===== config.mk =====
export PLATFORM = sky130hd
export DESIGN_NAME = medidor_frecuencia
export DESIGN_NICKNAME = d
export VERILOG_FILES = /design/src/rtl/medidor_frecuencia.sv
export SDC_FILE = /design/constraint.sdc
export NUM_CORES = 1
export LEC_CHECK = 0
export ABC_AREA = 0
export BUFFER_PORTS_ARGS = -buffer_cell sky130_fd_sc_hd__buf_2
export CAP_MARGIN = 10
export CORE_UTILIZATION = 33
export CTS_CLUSTER_DIAMETER = 120
export DETAILED_ROUTE_END_ITERATION = 10
export MAX_ROUTING_LAYER = met4
export PLACE_DENSITY = 0.52
export SLEW_MARGIN = 0
export SYNTH_ARGS = -nofsm -noshare
export SYNTH_HDL_FRONTEND = slang
export SYNTH_SLANG_ARGS = --single-unit

===== constraint.sdc =====
create_clock -name reloj3 -period 2.7 [get_ports reloj3]
set_input_delay 0.135 -clock reloj3 [delete_from_list [all_inputs] [get_ports reloj3]]
set_output_delay 0.135 -clock reloj3 [all_outputs]
set_load 0.1 [all_outputs]

===== src/rtl/medidor_frecuencia.sv =====
// rtl/medidor_frecuencia.sv - half-period meter for a slow square wave against reloj3
//
// Purpose:
//   Counts reloj3 cycles between consecutive edges (rising or falling) of an
//   asynchronous input and reports that half-period. The result is also
//   compared against an expected half-period, and loss of signal is flagged
//   when no edge arrives within MAX_CUENTA cycles.
//
// Ports:
//   reloj3     in   1      system clock, all logic on its rising edge
//   reset      in   1      asynchronous, active-high reset
//   entrada    in   1      signal under measurement, asynchronous to reloj3
//   medida     out  ANCHO  last measured half-period in reloj3 cycles
//   valido     out  1      one-cycle pulse when medida is updated
//   en_rango   out  1      |medida - ESPERADO| <= TOLERANCIA, updated with medida
//   sin_senal  out  1      no edge seen for MAX_CUENTA cycles

module medidor_frecuencia #(
   parameter int unsigned ANCHO      = 18,
   parameter int unsigned ESPERADO   = 125001,
   parameter int unsigned TOLERANCIA = 50,
   parameter int unsigned MAX_CUENTA = 250000
) (
   input  logic             reloj3,
   input  logic             reset,
   input  logic             entrada,
   output logic [ANCHO-1:0] medida,
   output logic             valido,
   output logic             en_rango,
   output logic             sin_senal
);

   // The comparison is done one bit wider than the counter so that the
   // subtraction never wraps, whichever operand is larger.
   localparam logic [ANCHO:0]   ESPERADO_W   = (ANCHO+1)'(ESPERADO);
   localparam logic [ANCHO:0]   TOLERANCIA_W = (ANCHO+1)'(TOLERANCIA);
   localparam logic [ANCHO-1:0] MAX_W        = ANCHO'(MAX_CUENTA);

   typedef enum logic {
      ESPERA,
      MIDIENDO
   } estado_t;

   estado_t          estado_q;

   // Two-flop synchroniser, one extra stage to compare against, and a
   // registered edge pulse.
   logic             sinc1_q;
   logic             sinc2_q;
   logic             sinc3_q;
   logic             flanco_q;

   logic [ANCHO-1:0] cuenta_q;
   logic [ANCHO-1:0] cuenta_d;
   logic [ANCHO-1:0] medida_q;
   logic             valido_q;
   logic             en_rango_q;
   logic             en_rango_d;
   logic             sin_senal_q;

   logic [ANCHO:0]   cuenta_ext;
   logic [ANCHO:0]   diferencia;

   // Counter: an edge restarts at 1 so that the value seen on the next edge
   // equals the number of cycles between the two edges; otherwise it climbs
   // and sticks at MAX_CUENTA.
   always_comb begin
      cuenta_d = cuenta_q;
      if (flanco_q) begin
         cuenta_d = ANCHO'(1);
      end else if (cuenta_q != MAX_W) begin
         cuenta_d = cuenta_q + 1'b1;
      end
   end

   always_comb begin
      cuenta_ext = {1'b0, cuenta_q};
      diferencia = (cuenta_ext >= ESPERADO_W) ? (cuenta_ext - ESPERADO_W)
                                              : (ESPERADO_W - cuenta_ext);
      en_rango_d = (diferencia <= TOLERANCIA_W);
   end

   always_ff @(posedge reloj3 or posedge reset) begin
      if (reset) begin
         sinc1_q     <= 1'b0;
         sinc2_q     <= 1'b0;
         sinc3_q     <= 1'b0;
         flanco_q    <= 1'b0;
         cuenta_q    <= '0;
         medida_q    <= '0;
         valido_q    <= 1'b0;
         en_rango_q  <= 1'b0;
         sin_senal_q <= 1'b0;
         estado_q    <= ESPERA;
      end else begin
         sinc1_q  <= entrada;
         sinc2_q  <= sinc1_q;
         sinc3_q  <= sinc2_q;
         flanco_q <= sinc2_q ^ sinc3_q;
         cuenta_q <= cuenta_d;
         valido_q <= 1'b0;

         case (estado_q)
            ESPERA: begin
               // First edge only establishes the reference point.
               if (flanco_q) begin
                  estado_q <= MIDIENDO;
               end
            end
            MIDIENDO: begin
               if (cuenta_q == MAX_W) begin
                  // Timeout beats a coincident edge; that edge still becomes
                  // the new reference, so measuring continues from it.
                  sin_senal_q <= 1'b1;
                  estado_q    <= flanco_q ? MIDIENDO : ESPERA;
               end else if (flanco_q) begin
                  medida_q    <= cuenta_q;
                  valido_q    <= 1'b1;
                  en_rango_q  <= en_rango_d;
                  sin_senal_q <= 1'b0;
               end
            end
            default: begin
               estado_q <= ESPERA;
            end
         endcase
      end
   end

   assign medida    = medida_q;
   assign valido    = valido_q;
   assign en_rango  = en_rango_q;
   assign sin_senal = sin_senal_q;

endmodule


==> Flow_metrics.wiki, run 1 <==
{| class="wikitable"
! Metric !! Value
|-
| Number of cells produced by synthesis || 316
|-
| Remaining global-route overflow || 0
|-
| Placed insts || 469
|-
| Grt peak-use layer || met2
|-
| Crit path kind || reg -> reg
|-
| Leading post-synthesis cells by cell area || dfrtp_1 39%, o21ai_0 4.4%, mux2_2 4.4%
|-
| Commonest cells post-synth || 44 x dfrtp_1, 30 x nor2_1, 28 x nand2_1, 25 x o21ai_0, 20 x a21oi_1
|-
| Slew margin rel. || 38.4%
|-
| Via/cell ratio || 5.38
|-
| Total number of nets in the final design || 383
|-
| Number of enable-type register cells in the synthesized netlist || 0
|-
| Family of cells with the greatest summed delay on the critical path || compound AO/OA/AOI/OAI gates
|-
| Synthesized flop and latch total || 44
|-
| Antenna viol nets, final || 0
|-
| Number of buffers created by CTS || 5
|-
| Non-Filler Instances || 480
|-
| Share of async-settable or async-resettable flops after synthesis || 100%
|-
| Fraction of synthesized cell area taken by the top area cell type || 39.1%
|-
| Flop-to-flop setup slack || 110 ps
|-
| Violation count after the first detailed-route iteration || 138
|-
| Number of clock sinks seen by CTS || 44
|-
| Crit Reg-Reg Startpoint || cuenta_q[4]
|-
| CP bufs+invs || 0
|-
| Vias in the first global route || 2500
|-
| Std cell rows || 33
|-
| Die ar. || 8900 um^2
|-
| Initial Util || 34.2%
|-
| Worst path required time || 2940 ps
|-
| Final number of hold-violating endpoints || 0
|-
| Max Cap Violations || 0
|-
| Final Total Pwr || 1550 uW
|-
| Global-route wire length before repair || 12700 um
|-
| Multi-input combinational cell area || 1580 um^2
|-
| Seq/Total Area, Yosys || 39.1%
|-
| Length in cells of the worst reg-to-reg path || 8
|-
| Worst path max stage delay || 520 ps
|-
| Synth area leader || dfrtp_1
|-
| Category of the worst setup path capture point || flop
|-
| Area of the placeable core || 8220 um^2
|-
| Finish-stage setup viols || 0
|-
| Class of the tightest hold or removal check || in -> async
|-
| Routed wirelength normalized by instance count || 16.5 um
|-
| Number of detailed-route iterations in the first pass || 4
|-
| Area growth from synthesis to layout || 22.5%
|-
| Filler cell count || 816
|-
| IO Count || 24
|-
| TritonCTS clock tree || done
|-
| Peak supply drop || 307 uV
|-
| Shortest period the worst path allows || 2590 ps
|-
| Fraction of met1 tracks used by global routing || 25.5%
|-
| GRT Util Overall || 19.1%
|-
| Most common cell in the synthesized netlist || dfrtp_1
|-
| Synth Net Count || 325
|-
| Transition time of the tightest slew-check pin || 922 ps
|-
| Storage cell area || 1100 um^2
|-
| Clock transition at the registers of the reported paths || 90 ps
|-
| Drt drc || 0
|-
| Antenna cells || 0
|-
| Clock latency on the worst-skew pair || 300 ps
|-
| Upper clock frequency limit || 386 MHz
|-
| Met3 Track Usage GR || 1.94%
|-
| Die span in y || 94.3 um
|-
| Post-Route Utilization || 41.9%
|-
| CP startpoint kind || flop
|-
| Placed wire-length estimate || 5930 um
|-
| Cell-by-cell trace of the critical path || nor2_1, nand4b_1, o31ai_4, o21ai_0, o32ai_1, o2111ai_1, a2111oi_2, a32o_2
|-
| Slowest-stage cell, CP || dfrtp_1
|-
| Most used flip-flop cell after synthesis || dfrtp_1
|-
| Worst setup slack after layout || 112 ps
|-
| Power Dens Cells || 450 nW/um^2
|-
| Maximum clock path buffer count || 2
|-
| Fraction of layout instances using a drive strength above 1 || 29.9%
|-
| Total Routed Length || 7900 um
|-
| Worst-path fanout max || 10
|-
| Routability-driven placement congestion ratio || 0.914
|-
| Cell area after synthesis || 2810 um^2
|-
| Destination of the worst register-to-register timing path || en_rango
|-
| Level count of the clock H-tree || 2
|-
| Synth cell types || 61
|-
| Quantity of I/O buffers inserted on ports || 23
|-
| Leakage Power || 0.00152 uW
|-
| Yosys warning count || 0
|-
| Post-route setup TNS || 0 ps
|-
| Final count of pins violating max slew || 0
|-
| Worst clock skew on the final layout || 7.73 ps
|-
| Die Width || 94.3 um
|-
| Number of antenna violations at the first check in global routing || 0
|-
| Total vias in the final route || 2582
|-
| Outcome || completed
|-
| Largest net degree at the start of global routing || 45
|-
| Post-synthesis average cell area || 8.90 um^2
|-
| Worst slack, placed || 89.8 ps
|-
| Ratio of final minimum period to clock period || 95.8%
|-
| CTS Root Cell || clkbuf_8
|-
| Data arrival, critical path || 2830 ps
|-
| Global-route track usage on met2 || 30.1%
|}
## layer usage
layer / wire [um] / vias to the layer above / part of all wire, %
met5: 0 / - / 0
met4: 182 / 0 / 2.3
met3: 343 / 18 / 4.3
met2: 3620 / 70 / 46
met1: 3750 / 1233 / 47
li1: - / 1261 / -
## final cells by class
cell class                 instances  share of cell area [%]
sequential                        44                    32.0
timing repair buffer              74                    14.5
clock inverter                     3                   0.690
tap                              105                    3.81
inverter                          11                    1.20
clock buffer                       5                    2.00
multi-input combinational        238                    45.8
## worst reg2reg max path, stage by stage (launching register included)
cell	delay, ps
dfrtp_1	520
nor2_1	270
nand4b_1	260
o31ai_4	400
o21ai_0	150
o32ai_1	320
o2111ai_1	180
a2111oi_2	220
a32o_2	210
## cells in the final DEF, fill, tap and decap left out, types with 3 or more instances in the layout
cell type	n
dfrtp_1	43
inv_1	8
buf_4	50
nor3_1	5
and3_1	3
or4_1	3
clkbuf_8	5
nand3_1	14
a21oi_1	20
mux2_2	11
buf_2	23
nand4_1	4
ha_1	5
o21ai_0	25
or3_1	6
xnor2_1	13
nor4_1	3
a211oi_1	3
xor2_1	7
nor2_1	30
nand2_1	28
o31ai_1	3
a31oi_1	4
## timing repair
item                                    4_1_cts  5_1_grt
gates resized for setup                       0        5
endpoints found under the setup margin        0        1
hold endpoints to repair                      1        0
buffers inserted                              0        2
hold buffers                                  1        0
## cell families after synthesis
kind of cell	share of synthesized area (%)
xor+xnor	6.23
fa+ha+maj	2.67
simple gates	20.2
mux	5.12
compound gates	21.4
flops	39.1
buf+inv	5.34
## report_power, final
group	switching [uW]	total, uW	internal [uW]
Sequential	17.6	703	685
Clock	246	430	184
Combinational	275	417	142
Total	539	1550	1010
## registers in the layout (all words and copies together), names as in the netlist
| name | flops |
|---|---|
| flanco_q | 1 |
| sinc1_q | 1 |
| valido | 1 |
| estado_q | 1 |
| en_rango | 1 |
| sin_senal | 1 |
| sinc2_q | 1 |
| cuenta_q | 18 |
| sinc3_q | 1 |
| medida | 18 |
## how the worst max path moves through the flow
stage,startpoint,to,slack (ps),cells past startpoint
after CTS,cuenta_q[8],en_rango,60,7
after global placement,cuenta_q[7],en_rango,70,7
after global routing,cuenta_q[4],en_rango,-30,8
after floorplan,cuenta_q[1],en_rango,30,11
after detailed placement,cuenta_q[7],en_rango,90,7
final,cuenta_q[4],en_rango,110,8
## through the flow
stage               area [um^2]  hold WS, ps
CTS                        3420         79.4
finish                     3440         32.5
detailed placement         3320          254
global placement           3320          247
floorplan                  2820          166
global route               3440          115
Power figures use the tool's default switching activity.
==> inputs of run 2 (changes only) <==
--- a/config.mk
+++ b/config.mk
@@ -11,8 +11,9 @@
 export CORE_UTILIZATION = 33
 export CTS_CLUSTER_DIAMETER = 120
 export DETAILED_ROUTE_END_ITERATION = 10
+export GPL_TIMING_DRIVEN = 0
 export MAX_ROUTING_LAYER = met4
-export PLACE_DENSITY = 0.52
+export PLACE_DENSITY = 0.5
 export SLEW_MARGIN = 0
 export SYNTH_ARGS = -nofsm -noshare
 export SYNTH_HDL_FRONTEND = slang
==> constraint.sdc (replaced) <==
create_clock -name reloj3 -period 3 [get_ports reloj3]
set_input_delay 0.15 -clock reloj3 [delete_from_list [all_inputs] [get_ports reloj3]]
set_output_delay 0.15 -clock reloj3 [all_outputs]
set_load 0.1 [all_outputs]
==> Flow_metrics.wiki, run 2 (synthesis results as in run 1) <==
{| class="wikitable"
! Metric !! Value
|-
| Commonest non-fill, non-tap cells in the layout || 43 x dfrtp_1, 29 x nor2_1, 28 x nand2_1, 27 x buf_2, 25 x o21ai_0
|-
| Worst hold margin || 363 ps
|-
| Most common cell after layout, fill and taps aside || dfrtp_1
|-
| Number of detailed-route iterations in the first pass || 4
|-
| Clock transition at the registers of the reported paths || 90 ps
|-
| Peak supply drop || 241 uV
|-
| Number of buffers created by CTS || 5
|-
| Outcome || completed
|-
| Area of the placeable core || 8220 um^2
|-
| Slew margin rel. || 56.8%
|-
| Routed wirelength normalized by instance count || 17.2 um
|-
| Worst Hold Path Cells || 0
|-
| Quantity of I/O buffers inserted on ports || 23
|-
| Level count of the clock H-tree || 2
|-
| Total number of nets in the final design || 366
|-
| CTS Root Cell || clkbuf_8
|-
| Worst-path fanout max || 8
|-
| Leakage Power || 0.00141 uW
|-
| Violation count after the first detailed-route iteration || 172
|-
| Initial Util || 34.2%
|-
| Routability-driven placement congestion ratio || 0.851
|-
| Std cell rows || 33
|-
| Shortest period the worst path allows || 2970 ps
|-
| CP startpoint kind || flop
|-
| Fraction of layout instances using a drive strength above 1 || 24.6%
|-
| Data arrival, critical path || 3210 ps
|-
| Total vias in the final route || 2564
|-
| Die ar. || 8900 um^2
|-
| Antenna cells || 0
|-
| Category of the worst setup path capture point || flop
|-
| Remaining global-route overflow || 0
|-
| Destination of the worst register-to-register timing path || en_rango
|-
| Number of antenna violations at the first check in global routing || 0
|-
| Die Width || 94.3 um
|-
| Via/cell ratio || 5.54
|-
| Max Cap Violations || 0
|-
| Worst path required time || 3240 ps
|-
| Final Total Pwr || 1380 uW
|-
| Worst Hold Path EP || sinc2_q
|-
| Upper clock frequency limit || 337 MHz
|-
| Maximum clock path buffer count || 2
|-
| GRT Util Overall || 19.2%
|-
| IO Count || 24
|-
| Placed insts || 445
|-
| Class of the tightest hold or removal check || reg -> reg
|-
| Non-Filler Instances || 463
|-
| Crit path kind || reg -> reg
|-
| Clock latency on the worst-skew pair || 300 ps
|-
| Vias in the first global route || 2401
|-
| RSZ-0062 raised after global routing || yes
|-
| Number of clock sinks seen by CTS || 44
|-
| Flop-to-flop setup slack || 30 ps
|-
| Die span in y || 94.3 um
|-
| TritonCTS clock tree || done
|-
| Global-route wire length before repair || 12600 um
|-
| Final count of pins violating max slew || 0
|-
| Antenna viol nets, final || 0
|-
| Transition time of the tightest slew-check pin || 643 ps
|-
| Power Dens Cells || 415 nW/um^2
|-
| Area growth from synthesis to layout || 18.1%
|-
| Worst clock skew on the final layout || 11.9 ps
|-
| Largest net degree at the start of global routing || 29
|-
| Ratio of final minimum period to clock period || 99.0%
|-
| Final number of hold-violating endpoints || 0
|-
| Post-Route Utilization || 40.4%
|-
| Length in cells of the worst reg-to-reg path || 11
|-
| Drt drc || 0
|-
| Placed wire-length estimate || 5840 um
|-
| Total Routed Length || 7950 um
|-
| Finish-stage setup viols || 0
|-
| Min-delay src || sinc1_q
|-
| Crit Reg-Reg Startpoint || cuenta_q[1]
|}
==> run 2: cell count changes in the layout (fill, tap and decap cells not counted), sizes merged <==
cell / previous run / this run
buf: 73 / 41
clkbuf: 5 / 21
clkinvlp: 2 / 1
dlygate4sd3: 1 / 2
inv: 10 / 9
==> run 2: how the worst max path moves through the flow <==
stage | startpoint | endpoint | slack [ps] | depth (start not counted)
after floorplan | cuenta_q[1] | en_rango | 170 | 11
after global placement | cuenta_q[1] | en_rango | -480 | 11
after detailed placement | cuenta_q[1] | en_rango | -450 | 11
after CTS | cuenta_q[1] | en_rango | 5 | 10
after global routing | cuenta_q[1] | en_rango | -70 | 11
final | cuenta_q[1] | en_rango | 30 | 11
==> run 2: critical path: stages (launching register included) <==
cell        delay, ps
dfrtp_2           440
clkinvlp_4        130
buf_4             130
ha_1              140
nand2_1            50
nand4b_1          280
o31ai_4           510
nor2_2            170
o2111ai_1         270
o2111ai_1         170
a2111oi_2         390
a32o_2            230
==> run 2: timing repair <==
action / 4_1_cts / 5_1_grt
hold buffers: 2 / 0
hold endpoints to repair: 17 / 0
resized for setup: 7 / 16
setup buffers: 0 / 11
endpoints found under the setup margin: 5 / 13
pin swaps: 1 / 7
==> run 2: metal layers <==
metal	routed length [um]	global-route usage, %	vias to the layer above
met5	0	-	-
met4	57	4.87	0
met3	415	2.91	6
met2	3850	30.7	77
met1	3640	25.3	1252
li1	-	-	1229
==> run 2: metrics by stage <==
stage	TNS [ps]	instance area (um^2)	setup slack (ps)
floorplan	0	2810	170
CTS	0	3200	4.86
global route	-72.4	3320	-72.4
detailed placement	-892	3080	-448
global placement	-914	3060	-485
finish	0	3320	31.1
==> run 2: cell type report <==
cell class                 count  area (um^2)
tap                          105          131
buffer                        20          103
clock inverter                 1         8.76
fill                         834         4890
timing repair buffer          37          235
sequential                    44         1100
inverter                      11         45.0
clock buffer                   7         76.3
multi-input combinational    238         1620
==> run 2: power breakdown <==
group	leakage, uW	switching (uW)	internal, uW	total, uW
logic	0.000780	250	120	370
registers	0.000588	22.5	617	640
clock network	0.0000424	203	167	370
==> inputs of run 3 (changes only) <==
--- a/config.mk
+++ b/config.mk
@@ -9,6 +9,7 @@
 export BUFFER_PORTS_ARGS = -buffer_cell sky130_fd_sc_hd__buf_2
 export CAP_MARGIN = 10
 export CORE_UTILIZATION = 33
+export CTS_BUF_LIST = sky130_fd_sc_hd__clkbuf_8
 export CTS_CLUSTER_DIAMETER = 120
 export DETAILED_ROUTE_END_ITERATION = 10
 export GPL_TIMING_DRIVEN = 0
==> Flow_metrics.wiki, run 3 (synthesis results as in run 1) <==
{| class="wikitable"
! Metric !! Value
|-
| Leakage Power || 0.00138 uW
|-
| Power Dens Cells || 416 nW/um^2
|-
| Final number of hold-violating endpoints || 0
|-
| Worst hold margin || 363 ps
|-
| Total Routed Length || 7860 um
|-
| Transition time of the tightest slew-check pin || 649 ps
|-
| Worst path required time || 3240 ps
|-
| Class of the tightest hold or removal check || reg -> reg
|-
| Multi-input combinational cell area || 1590 um^2
|-
| Violation count after the first detailed-route iteration || 127
|-
| Die Width || 94.3 um
|-
| Die ar. || 8900 um^2
|-
| Shortest period the worst path allows || 2910 ps
|-
| Slowest-stage cell, CP || or4_1
|-
| Level count of the clock H-tree || 2
|-
| Routed wirelength normalized by instance count || 17.2 um
|-
| Clock transition at the registers of the reported paths || 90 ps
|-
| CP bufs+invs || 1
|-
| Drt drc || 0
|-
| TritonCTS clock tree || done
|-
| Slew margin rel. || 56.4%
|-
| Finish-stage setup viols || 0
|-
| CTS Root Cell || clkbuf_8
|-
| Cell Int Power || 881 uW
|-
| Psw || 469 uW
|-
| Crit path kind || reg -> reg
|-
| Peak supply drop || 243 uV
|-
| Final count of pins violating max slew || 0
|-
| Total number of nets in the final design || 360
|-
| Family of cells with the greatest summed delay on the critical path || compound AO/OA/AOI/OAI gates
|-
| Antenna cells || 0
|-
| Worst clock skew on the final layout || 11.7 ps
|-
| Routability-driven placement congestion ratio || 0.851
|-
| Number of clock sinks seen by CTS || 44
|-
| Number of detailed-route iterations in the first pass || 4
|-
| Fraction of layout instances using a drive strength above 1 || 21.9%
|-
| Cell-by-cell trace of the critical path || clkinvlp_4, ha_2, a21boi_2, o211ai_1, and3_4, or4_1, o2111ai_1, o2111ai_1, a2111oi_2, a32o_2
|-
| Initial Util || 34.2%
|-
| Quantity of I/O buffers inserted on ports || 23
|-
| Antenna viol nets, final || 0
|-
| Post-route setup TNS || 0 ps
|-
| Worst path max stage delay || 540 ps
|-
| Die span in y || 94.3 um
|-
| Total vias in the final route || 2552
|-
| Filler cell count || 834
|-
| GRT Util Overall || 19.2%
|-
| RSZ-0062 raised after global routing || yes
|-
| Commonest non-fill, non-tap cells in the layout || 43 x dfrtp_1, 30 x nor2_1, 28 x nand2_1, 27 x buf_2, 25 x o21ai_0
|-
| Vias in the first global route || 2401
|-
| Storage cell area || 1100 um^2
|-
| Std cell rows || 33
|-
| Final Total Pwr || 1350 uW
|-
| IO Count || 24
|-
| Max Cap Violations || 0
|-
| Number of antenna violations at the first check in global routing || 0
|-
| Category of the worst setup path capture point || flop
|-
| Outcome || completed
|-
| Upper clock frequency limit || 343 MHz
|-
| Placed wire-length estimate || 5840 um
|-
| Via/cell ratio || 5.58
|-
| Most common cell after layout, fill and taps aside || dfrtp_1
|-
| Clock latency on the worst-skew pair || 300 ps
|-
| Power share of the clock group || 26.9%
|-
| Number of buffers created by CTS || 5
|-
| Data arrival, critical path || 3160 ps
|-
| Area of the placeable core || 8220 um^2
|-
| Area growth from synthesis to layout || 15.3%
|-
| Maximum clock path buffer count || 2
|-
| Seq pwr share || 47.3%
|-
| Worst-path fanout max || 9
|-
| Ratio of final minimum period to clock period || 97.2%
|-
| Global-route wire length before repair || 12600 um
|-
| Switching power as a share of total power || 34.7%
|-
| Logic pwr share || 25.8%
|-
| Remaining global-route overflow || 0
|-
| CP startpoint kind || flop
|-
| Cell repeated most along the worst path || o2111ai_1
|-
| Largest net degree at the start of global routing || 29
|}
run 3: cell types whose count changed in the layout (fill, tap and decap cells not counted), sizes merged:
cell    previous run  this run
clkbuf            21        18
buf               41        36
inv                9        11
run 3: timing repair:
item | in CTS | in global routing
pin swaps | 1 | 2
hold endpoints to repair | 17 | 0
setup buffers | 0 | 4
hold buffers | 2 | 0
setup endpoints to repair | 5 | 13
gates resized for setup | 7 | 9
run 3: path summary, 6_finish.rpt:
kind                                   from      endpoint  slack (ps)  cells past startpoint
worst min register to register      sinc1_q       sinc2_q         360                      0
worst max register to register  cuenta_q[1]      en_rango          90                     10
worst min-delay path                sinc1_q       sinc2_q         360                      0
max in group asynchronous             reset   cuenta_q[1]        2140                      4
min in group asynchronous             reset  cuenta_q[16]         370                      3
worst max-delay path            cuenta_q[1]      en_rango          90                     10
run 3: cell type report:
class | instances | share of cell area [%]
Buffer | 21 | 3.28
Clock buffer | 5 | 2.12
Clock inverter | 3 | 0.502
Inverter | 11 | 1.39
Multi-Input combinational cell | 238 | 49.0
Sequential cell | 44 | 34.0
Tap cell | 105 | 4.05
Timing Repair Buffer | 30 | 5.71
run 3: power groups by stage:
stage | Combinational (uW) | Sequential (uW) | Clock [uW]
4_1_cts | 333 | 640 | 376
6_report | 349 | 638 | 364
5_1_grt | 379 | 643 | 393
3_5_place_dp | 325 | 651 | 0
2_1_floorplan | 166 | 733 | 0
3_3_place_gp | 320 | 650 | 0
run 3: per-stage QoR:
stage | utilization, % | instance area [um^2] | std cells | worst slack [ps]
after floorplan | - | 2810 | 316 | 170
after global routing | 39.5 | 3240 | 457 | -61.8
after global placement | 37.2 | 3060 | 444 | -485
after CTS | 38.9 | 3200 | 454 | 4.70
final | 39.5 | 3240 | 457 | 85.3
after detailed placement | 37.5 | 3080 | 445 | -448
run 3: per-layer routing:
metal / track usage, % / part of all wire [%]
met1: 25.3 / 48
met2: 30.7 / 47
met3: 2.91 / 3.5
met4: 4.87 / 1.3
met5: - / 0
run 3: worst reg2reg max path, cell delays in order, from the launching register on:
cell and delay [ps]:
dfrtp_2 410, clkinvlp_4 170, ha_2 270, a21boi_2 190
o211ai_1 180, and3_4 280, or4_1 550, o2111ai_1 140
o2111ai_1 170, a2111oi_2 280, a32o_2 220
